`src/rtl/alu_arbiter.sv`:
```
// rtl/alu_arbiter.sv - round-robin sequencer sharing one external ALU between two requesters
//
// Purpose: arbitrates two requesters, registers the winner's op/operands onto
// the ALU inputs, waits EXEC_CYCLES for the adder to settle, captures the
// result and flag, and returns them over a valid/ready handshake.
//
// Ports:
//   clk_i, rst_i                     clock, asynchronous active-high reset
//   reqN_valid_i / reqN_ready_o      request handshake (ready is combinational)
//   reqN_op_i, reqN_a_i, reqN_b_i    opcode (00 add, 01 sub, 10 and, 11 xor), operands
//   rspN_valid_o / rspN_ready_i      response handshake for requester N
//   rsp_result_o, rsp_flag_o         shared response data and flag
//   alu_op_o, alu_a_o, alu_b_o       registered ALU inputs
//   alu_out_i, alu_flag_i            ALU result and carry/borrow flag
//   busy_o                           high whenever the FSM is not idle
module alu_arbiter #(
  parameter int WIDTH       = 64,
  parameter int EXEC_CYCLES = 1
) (
  input  logic             clk_i,
  input  logic             rst_i,
  input  logic             req0_valid_i,
  output logic             req0_ready_o,
  input  logic [1:0]       req0_op_i,
  input  logic [WIDTH-1:0] req0_a_i,
  input  logic [WIDTH-1:0] req0_b_i,
  input  logic             req1_valid_i,
  output logic             req1_ready_o,
  input  logic [1:0]       req1_op_i,
  input  logic [WIDTH-1:0] req1_a_i,
  input  logic [WIDTH-1:0] req1_b_i,
  output logic             rsp0_valid_o,
  input  logic             rsp0_ready_i,
  output logic             rsp1_valid_o,
  input  logic             rsp1_ready_i,
  output logic [WIDTH-1:0] rsp_result_o,
  output logic             rsp_flag_o,
  output logic [1:0]       alu_op_o,
  output logic [WIDTH-1:0] alu_a_o,
  output logic [WIDTH-1:0] alu_b_o,
  input  logic [WIDTH-1:0] alu_out_i,
  input  logic             alu_flag_i,
  output logic             busy_o
);

  localparam logic [1:0] ST_IDLE = 2'd0;
  localparam logic [1:0] ST_EXEC = 2'd1;
  localparam logic [1:0] ST_RESP = 2'd2;

  // Out-of-range settings are clamped so the 4-bit counter never wraps.
  localparam int         EXEC_CLAMP = (EXEC_CYCLES < 1)  ? 1  :
                                      (EXEC_CYCLES > 15) ? 15 : EXEC_CYCLES;
  localparam logic [3:0] CNT_LOAD   = 4'(EXEC_CLAMP - 1);

  logic [1:0]       state_q, state_d;
  logic [3:0]       cnt_q, cnt_d;
  logic             last_grant_q, last_grant_d;
  logic             gnt_id_q, gnt_id_d;
  logic [1:0]       alu_op_q, alu_op_d;
  logic [WIDTH-1:0] alu_a_q, alu_a_d;
  logic [WIDTH-1:0] alu_b_q, alu_b_d;
  logic [WIDTH-1:0] result_q, result_d;
  logic             flag_q, flag_d;

  logic is_idle;
  logic grant0;
  logic grant1;
  logic rsp_hs;

  assign is_idle = (state_q == ST_IDLE);

  // On contention the requester that did not win last time goes first.
  assign grant0 = is_idle & req0_valid_i & (~req1_valid_i | last_grant_q);
  assign grant1 = is_idle & req1_valid_i & (~req0_valid_i | ~last_grant_q);

  // Only the granted requester's ready completes a response.
  assign rsp_hs = (state_q == ST_RESP) & (gnt_id_q ? rsp1_ready_i : rsp0_ready_i);

  always_comb begin
    state_d      = state_q;
    cnt_d        = cnt_q;
    last_grant_d = last_grant_q;
    gnt_id_d     = gnt_id_q;
    alu_op_d     = alu_op_q;
    alu_a_d      = alu_a_q;
    alu_b_d      = alu_b_q;
    result_d     = result_q;
    flag_d       = flag_q;

    case (state_q)
      ST_IDLE: begin
        if (grant0 || grant1) begin
          alu_op_d     = grant1 ? req1_op_i : req0_op_i;
          alu_a_d      = grant1 ? req1_a_i  : req0_a_i;
          alu_b_d      = grant1 ? req1_b_i  : req0_b_i;
          gnt_id_d     = grant1;
          last_grant_d = grant1;
          cnt_d        = CNT_LOAD;
          state_d      = ST_EXEC;
        end
      end
      ST_EXEC: begin
        if (cnt_q != 4'd0) begin
          cnt_d = cnt_q - 4'd1;
        end else begin
          result_d = alu_out_i;
          flag_d   = alu_flag_i;
          state_d  = ST_RESP;
        end
      end
      ST_RESP: begin
        if (rsp_hs) begin
          state_d = ST_IDLE;
        end
      end
      default: begin
        state_d = ST_IDLE;
      end
    endcase
  end

  always_ff @(posedge clk_i or posedge rst_i) begin
    if (rst_i) begin
      state_q      <= ST_IDLE;
      cnt_q        <= 4'd0;
      last_grant_q <= 1'b1;
      gnt_id_q     <= 1'b0;
      alu_op_q     <= 2'd0;
      alu_a_q      <= '0;
      alu_b_q      <= '0;
      result_q     <= '0;
      flag_q       <= 1'b0;
    end else begin
      state_q      <= state_d;
      cnt_q        <= cnt_d;
      last_grant_q <= last_grant_d;
      gnt_id_q     <= gnt_id_d;
      alu_op_q     <= alu_op_d;
      alu_a_q      <= alu_a_d;
      alu_b_q      <= alu_b_d;
      result_q     <= result_d;
      flag_q       <= flag_d;
    end
  end

  assign req0_ready_o = grant0;
  assign req1_ready_o = grant1;
  assign rsp0_valid_o = (state_q == ST_RESP) & ~gnt_id_q;
  assign rsp1_valid_o = (state_q == ST_RESP) &  gnt_id_q;
  assign rsp_result_o = result_q;
  assign rsp_flag_o   = flag_q;
  assign alu_op_o     = alu_op_q;
  assign alu_a_o      = alu_a_q;
  assign alu_b_o      = alu_b_q;
  assign busy_o       = ~is_idle;

endmodule

```
`config.mk`:
```
export PLATFORM = sky130hd
export DESIGN_NAME = alu_arbiter
export DESIGN_NICKNAME = d
export VERILOG_FILES = /design/src/rtl/alu_arbiter.sv
export SDC_FILE = /design/constraint.sdc
export NUM_CORES = 1
export LEC_CHECK = 0
export CAP_MARGIN = 25
export CELL_PAD_IN_SITES_DETAIL_PLACEMENT = 1
export CELL_PAD_IN_SITES_GLOBAL_PLACEMENT = 1
export CORE_AREA = 3 3 203 205
export CTS_CLUSTER_DIAMETER = 60
export DETAILED_ROUTE_END_ITERATION = 10
export DIE_AREA = 0 0 206 208
export DONT_BUFFER_PORTS = 1
export GPL_TIMING_DRIVEN = 1
export PLACE_DENSITY_LB_ADDON = 0.15
export SLEW_MARGIN = 40
export SYNTH_ARGS = -nofsm -noshare
export SYNTH_HDL_FRONTEND = slang
export SYNTH_SLANG_ARGS = --single-unit
```
`constraint.sdc`:
```
create_clock -name clk_i -period 19.7 [get_ports clk_i]
set_clock_uncertainty 0.1 [all_clocks]
set_input_delay 3.94 -clock clk_i [delete_from_list [all_inputs] [get_ports clk_i]]
set_output_delay 3.94 -clock clk_i [all_outputs]
set_load 0.1 [all_outputs]
```
-- Yosys cells after proc, flatten, opt, wreduce, memory -nomap -nowiden
Cells that the tools add are included.
- memories kept: 0
- bits in latches: 0
- output and inout port bits: 200
- register bits: 203
- memory bits (read-only): 0
- RAM bits: 0
- $add $sub $neg: 1
- bitwise operators: 15
- multiplexer cells: 11
- equality and inequality tests: 6
- shift operators: 0
- multiply operators: 0
- order comparisons: 0
- reductions and logical operators: 8
- div/mod/pow operators: 0
- operators with widths (kind ; count):
    2-to-1 mux 64 bit ; 2
    2-to-1 mux 2 bit ; 4
    2-to-1 mux 4 bit ; 2
    case mux 4 bit (2 select lines) ; 1
    AND 1 bit ; 7
    != test 2 bit, second input constant ; 3
    NOT 1 bit ; 6
    case mux 2 bit (3 select lines) ; 1
    AND reduction 3 bit ; 2
    AND reduction 2 bit ; 2
    nonzero test 4 bit ; 1
    subtractor 4 x 1 -> 4 bit, second input constant ; 1
    equality test 2 x 1 -> 1 bit, second input constant ; 1
    equality test 2 bit, second input constant ; 1
    zero test 2 bit ; 1
    != test 2 x 1 -> 1 bit, second input constant ; 1
    bitwise OR 1 bit ; 2
    nonzero test 2 bit ; 1
    logical OR 1 bit ; 1
    2-to-1 mux 1 bit ; 1

-- Logic depth before layout (Yosys ltp)
Gate-level depths: netlist of the first run.
- depth after elaboration: 6
- gate-level depth with buffers: 7
- depth with buffers taken out: 6

-- Least setup slack after synthesis of the first run
Ideal clock, no wire load.
- kind: input -> output
- start: input req0_valid_i
- end: output req0_ready_o
- path buffers: 0
- stages on the path: 2
- data arrival time: 5.495 ns
- slack: 10.165 ns
- required time: 15.660 ns
- path through: nand2_1 -> a21oi_1
- longest elaborated chain between the ends: 2
- ends and longest elaborated chain (what ; RTL line ; RTL):
    from (decl) ; 22 ; input logic req0_valid_i,
    AND 1 bit (2 in a row) ; 73 ; assign grant0 = is_idle & req0_valid_i & (~req1_valid_i | last_grant_q);
    to (decl) ; 23 ; output logic req0_ready_o,
No other way between the ends.

-- Worst setup path in the final report of the first run
- start: input req1_valid_i
- end: output req1_ready_o
- longest elaborated chain between the ends: 2
- ends and longest elaborated chain (what ; RTL line ; RTL):
    from (decl) ; 27 ; input logic req1_valid_i,
    AND 1 bit (2 in a row) ; 74 ; assign grant1 = is_idle & req1_valid_i & (~req0_valid_i | ~last_grant_q);
    to (decl) ; 28 ; output logic req1_ready_o,
No other way between the ends.

==> flow_summary_export.csv, run 1 <==
group,metric,value,unit
run_status,outcome,"completed",
sta,tightest_slew,893,ps
final_layout,nFillCells,4543,
grt,grtUsageTotal,0.150,
sta,setup_tns,0,ps
min_path,min_to,"last_grant_q",
grt,antenna_found_initial,0,
sta,fin_ws,9750,ps
route,wl_met2,17400,µm
clocking,cts_buffers,30,
place,place_area,9630,µm²
clocking,ctsHtreeMaxLevel,1,
floorplanning,dieArea,42800,µm²
setup_path,crit_type,"input pin to output port",
logic_synthesis,netlist_instances,896,
logic_synthesis,yosysUniqueCellTypes,34,
route,vias_per_cell,4.64,
logic_synthesis,synthesis.nets,1229,
setup_path,cp-end-kind,"output port",
final_layout,final_cell_area,10700,µm²
sta,fin_crit,9950,ps
min_path,min-delay-start,"last_grant_q",
logic_synthesis,synth_most_common_cell,"a21oi_1",
logic_synthesis,synth-edff-count,0,
logic_synthesis,synth_commonest_cells,"a21oi_1, dfrtp_1, nand2_1",
place,port_buffers,0,
route,drc,0,
sta,final-setup-viol-count,0,
clocking,cts.path.max_buffers,3,
clocking,cts.clk_slew.worst_paths,50,ps
setup_path,r2r_start,"state_q[1]",
place,place.gp.congestion,0.714,
floorplanning,start_util,0.226,
min_path,hold-path-cell-count,2,
logic_synthesis,synth_largest_area_cell,"dfrtp_1",
sta,slew_headroom,0.405,
floorplanning,die_w,206,µm
clocking,numClockSinks,203,
floorplanning,die-height,208,µm
setup_path,r2r_setup_slack,16140,ps
clocking,post_cts_buffers,0,
logic_synthesis,seq_area_frac_synth,0.566,
floorplanning,io_pins,531,
logic_synthesis,avgSynthCellArea,10.0,µm²
final_layout,diodes,0,
route,dr.pass1.iters,4,
final_layout,final_nets,1210,
logic_synthesis,yosys_warnings,0,
grt,grt_start_max_net_pins,90,
route,vias,6619,
grt,grt_pass1_wl,49500,µm
logic_synthesis,yosysTopAreaCellShare,0.563,
clocking,cts_tree,"built",
clocking,root_buffer,"clkbuf_16",
place,dp_worst_setup_slack,9570,ps
logic_synthesis,synth_ff_type,"dfrtp_1",
setup_path,r2r_end,"alu_a_o[21]",
route,met3_wirelength,3510,µm
final_layout,layout-drive-gt1-share,0.368,
setup_path,crit_required,15660,ps
grt,grt_pass1_vias,7332,
route,drtAntennaViolNets,0,
logic_synthesis,netlist_area,8970,µm²
final_layout,area_growth,18.9,%
grt,gr-total-overflow,0,
floorplanning,rows,73,
route,initialDrtViolationCount,321,
setup_path,cp-start-kind,"input pin",
setup_path,path_max_fanout,64,
final_layout,finish.utilization,0.269,
floorplanning,fp.coreArea,39600,µm²
clocking,ctsHoldBuffers,0,
logic_synthesis,ys_ff_latch,203,
sta,period_share,0.505,
clocking,insertion_delay,550,ps
flow_run,maxCapViolations,0,
clocking,post_cts_resized,0,
route,routed_wl,34100,µm
place,hpwl,24600,µm
setup_path,reg2reg_depth,7,
sta,hold_viol,0,
route,met1_length,12700,µm
sta,max_freq,100,MHz
min_path,min_path_type,"flip-flop to flip-flop",
logic_synthesis,ys_top_cells_by_area,"dfrtp_1, a21oi_1, mux2_4",
sta,drv_slew,0,
sta,rsz0062_at_grt,"false",
setup_path,arrival,5910,ps
route,wl_per_cell,23.9,µm
route,routed.top_layer,"met4",
logic_synthesis,ys_async_sr_fraction,1.00,
==> critical path, stage by stage <==
cell and delay [ps]:
nor3b_2 340, nand2_8 330, inv_6 530, buf_4 640
==> cells in the final DEF, fill, tap and decap left out, types with 3 or more instances in the layout <==
master     synthesis  final
a21oi_1          263    262
dfrtp_2            0    189
nand2_1          137    136
nor2_1           135    135
mux2_4            50     50
clkbuf_16          0     31
mux2_2            16     16
dfrtp_1          202     13
clkbuf_1          16      6
clkinv_2           0      6
buf_4             10      6
clkbuf_8           0      5
inv_6              0      4
inv_1              5      4
buf_6              1      4
mux2i_1            3      3
==> flip-flops by register name, summed over array words and instances (netlist names) <==
signal        cells
cnt_q             4
alu_a_o          64
rsp_result_o     64
rsp_flag_o        1
state_q           2
gnt_id_q          1
last_grant_q      1
alu_op_o          2
alu_b_o          64
==> cell families (layout without fill, tap and decap cells) <==
family                   after synthesis  after routing  share of synthesized area
AO/OA/AOI/OAI                        267            267                      0.150
adder cells (fa/ha/maj)                2              2                    0.00279
buffers and inverters                 71             76                     0.0485
flip-flops                           203            203                      0.566
multiplexers                          69             69                      0.107
AND/OR/NAND/NOR                      284            284                      0.125
==> cell type report <==
cell class              count  area [µm²]  share of cell area
multi-input cells         622        3500               0.328
clock inverters            15         156              0.0147
flip-flops and latches    203        5320               0.498
well taps                 525         657              0.0615
repair buffers             14         166              0.0156
inverters                   6        35.0             0.00328
clock buffers              41         842              0.0789
==> layer usage <==
| metal | track usage | vias up |
|---|---|---|
| met4 | 0.0346 | 0 |
| met5 | 0 | - |
| met3 | 0.0529 | 35 |
| met2 | 0.265 | 302 |
| li1 | - | 2965 |
| met1 | 0.172 | 3317 |
==> metrics by stage <==
stage               instances  hold WS, ps
floorplan                 896          346
CTS                      1426          387
detailed placement       1370          381
global placement         1367          372
finish                   1426          381
global route             1426          402
==> worst max path at each step <==
stage	start	end	cells past startpoint
finish	req1_valid_i	req1_ready_o	4
global route	req1_valid_i	req1_ready_o	4
CTS	req1_valid_i	req1_ready_o	4
detailed placement	req1_valid_i	req1_ready_o	4
global placement	req1_valid_i	req1_ready_o	4
floorplan	rst_i	alu_a_o[0]	1
Power of run 1 is left out: the tool's default activity adds up to more than one toggle a clock period on the data nets, which glitch-free logic cannot reach.
==> inputs of run 2 (changes only) <==
Clock period 19.7 ns to 8.8 ns, I/O delays scaled along.
==> run 2 against run 1 <==
- cell count up 0.14%
- non-clock buffer count rose by 4
- worst hold slack lost 4.7 ps
- wire length decreased by 0.14%
- final area grew 1.2%
- clock-buffer cell count is the same
- worst setup slack lost 5800 ps
- flip-flop and latch count unchanged
- die area did not move
- via count up 1.3%
- critical endpoint unchanged
- highest routed layer unchanged
==> flow_summary_export.csv, run 2 (synthesis gave the netlist of run 1 again) <==
group,metric,value,unit
clocking,cts.path.max_buffers,3,
grt,grt_pass1_wl,49300,µm
run_status,outcome,"completed",
clocking,ctsHoldBuffers,0,
setup_path,cp-end-kind,"output port",
grt,grt_start_max_net_pins,84,
min_path,min-delay-start,"last_grant_q",
sta,hold_viol,0,
final_layout,final_nets,1213,
setup_path,reg2reg_depth,6,
place,hpwl,24300,µm
sta,period_share,0.556,
floorplanning,start_util,0.226,
route,initialDrtViolationCount,266,
floorplanning,io_pins,531,
clocking,cts_buffers,29,
setup_path,path_max_fanout,50,
sta,slew_headroom,0.401,
clocking,cts.clk_slew.worst_paths,60,ps
place,port_buffers,0,
grt,gr-total-overflow,0,
clocking,cts_tree,"built",
sta,final-setup-viol-count,0,
clocking,insertion_delay,550,ps
floorplanning,fp.coreArea,39600,µm²
sta,fin_ws,3910,ps
sta,drv_slew,0,
sta,tightest_slew,898,ps
setup_path,r2r_end,"alu_b_o[25]",
route,vias_per_cell,4.69,
final_layout,layout-drive-gt1-share,0.374,
final_layout,diodes,0,
route,drc,0,
grt,grt_pass1_vias,7232,
place,place.gp.congestion,0.743,
final_layout,mostFrequentLayoutCells,"a21oi_1, dfrtp_2, nand2_1",
floorplanning,die-height,208,µm
route,vias,6702,
setup_path,r2r_setup_slack,5750,ps
route,drtAntennaViolNets,0,
flow_run,maxCapViolations,0,
min_path,min_path_type,"flip-flop to flip-flop",
sta,max_freq,204,MHz
sta,fin_crit,4890,ps
sta,rsz0062_at_grt,"false",
sta,setup_tns,0,ps
route,routed_wl,34100,µm
route,wl_per_cell,23.9,µm
clocking,post_cts_buffers,0,
place,dp_worst_setup_slack,3860,ps
final_layout,final_common_cell,"a21oi_1",
clocking,root_buffer,"clkbuf_16",
floorplanning,dieArea,42800,µm²
final_layout,area_growth,20.3,%
grt,antenna_found_initial,0,
setup_path,crit_required,6940,ps
clocking,ctsHtreeMaxLevel,1,
floorplanning,rows,73,
setup_path,cp-start-kind,"input pin",
clocking,post_cts_resized,0,
setup_path,arrival,3030,ps
setup_path,crit_type,"input pin to output port",
floorplanning,die_w,206,µm
setup_path,r2r_start,"state_q[0]",
min_path,hold-path-cell-count,2,
min_path,min_to,"last_grant_q",
route,dr.pass1.iters,4,
clocking,numClockSinks,203,
grt,grtUsageTotal,0.149,
[run 2: cell count changes in the layout (fill, tap and decap cells not counted), sizes merged]
cell | previous run | this run
clkinv | 8 | 3
clkbuf | 42 | 44
clkinvlp | 2 | 1
bufinv | 2 | 4
inv | 9 | 11
buf | 13 | 15
[run 2: worst max-delay path, stage by stage]
cell	delay [ps]
nor3b_2	240
nand2_4	400
inv_6	520
[run 2: layout make-up]
class,count,area (µm²)
clock buffers,41,861
clock inverters,13,189
fillers,4497,28800
inverters,6,35.0
multi-input cells,622,3490
flip-flops and latches,203,5320
well taps,525,657
repair buffers,18,248
[run 2: how the worst max path moves through the flow]
stage / slack, ps / endpoint / from
global placement: 3880 / req1_ready_o / req1_valid_i
finish: 3910 / req1_ready_o / req1_valid_i
global route: 3790 / req1_ready_o / req1_valid_i
floorplan: 1400 / alu_a_o[0] / rst_i
CTS: 3860 / req1_ready_o / req1_valid_i
detailed placement: 3860 / req1_ready_o / req1_valid_i
[run 2: stage by stage]
stage / instances / utilization / instance area, µm² / hold slack [ps]
4_1_cts: 1425 / 0.270 / 10700 / 377
2_1_floorplan: 896 / - / 8970 / 346
6_report: 1428 / 0.272 / 10800 / 376
3_5_place_dp: 1371 / 0.244 / 9660 / 370
5_1_grt: 1428 / 0.272 / 10800 / 400
3_3_place_gp: 1366 / 0.236 / 9350 / 373
[run 2: layer usage]
metal | track usage | routed length (µm) | vias to the layer above
met5 | 0 | 0 | -
met4 | 0.0372 | 796 | 0
met3 | 0.0552 | 3410 | 42
met2 | 0.258 | 17000 | 299
met1 | 0.174 | 12900 | 3378
li1 | - | - | 2983
Power of run 2 is left out for the same reason.
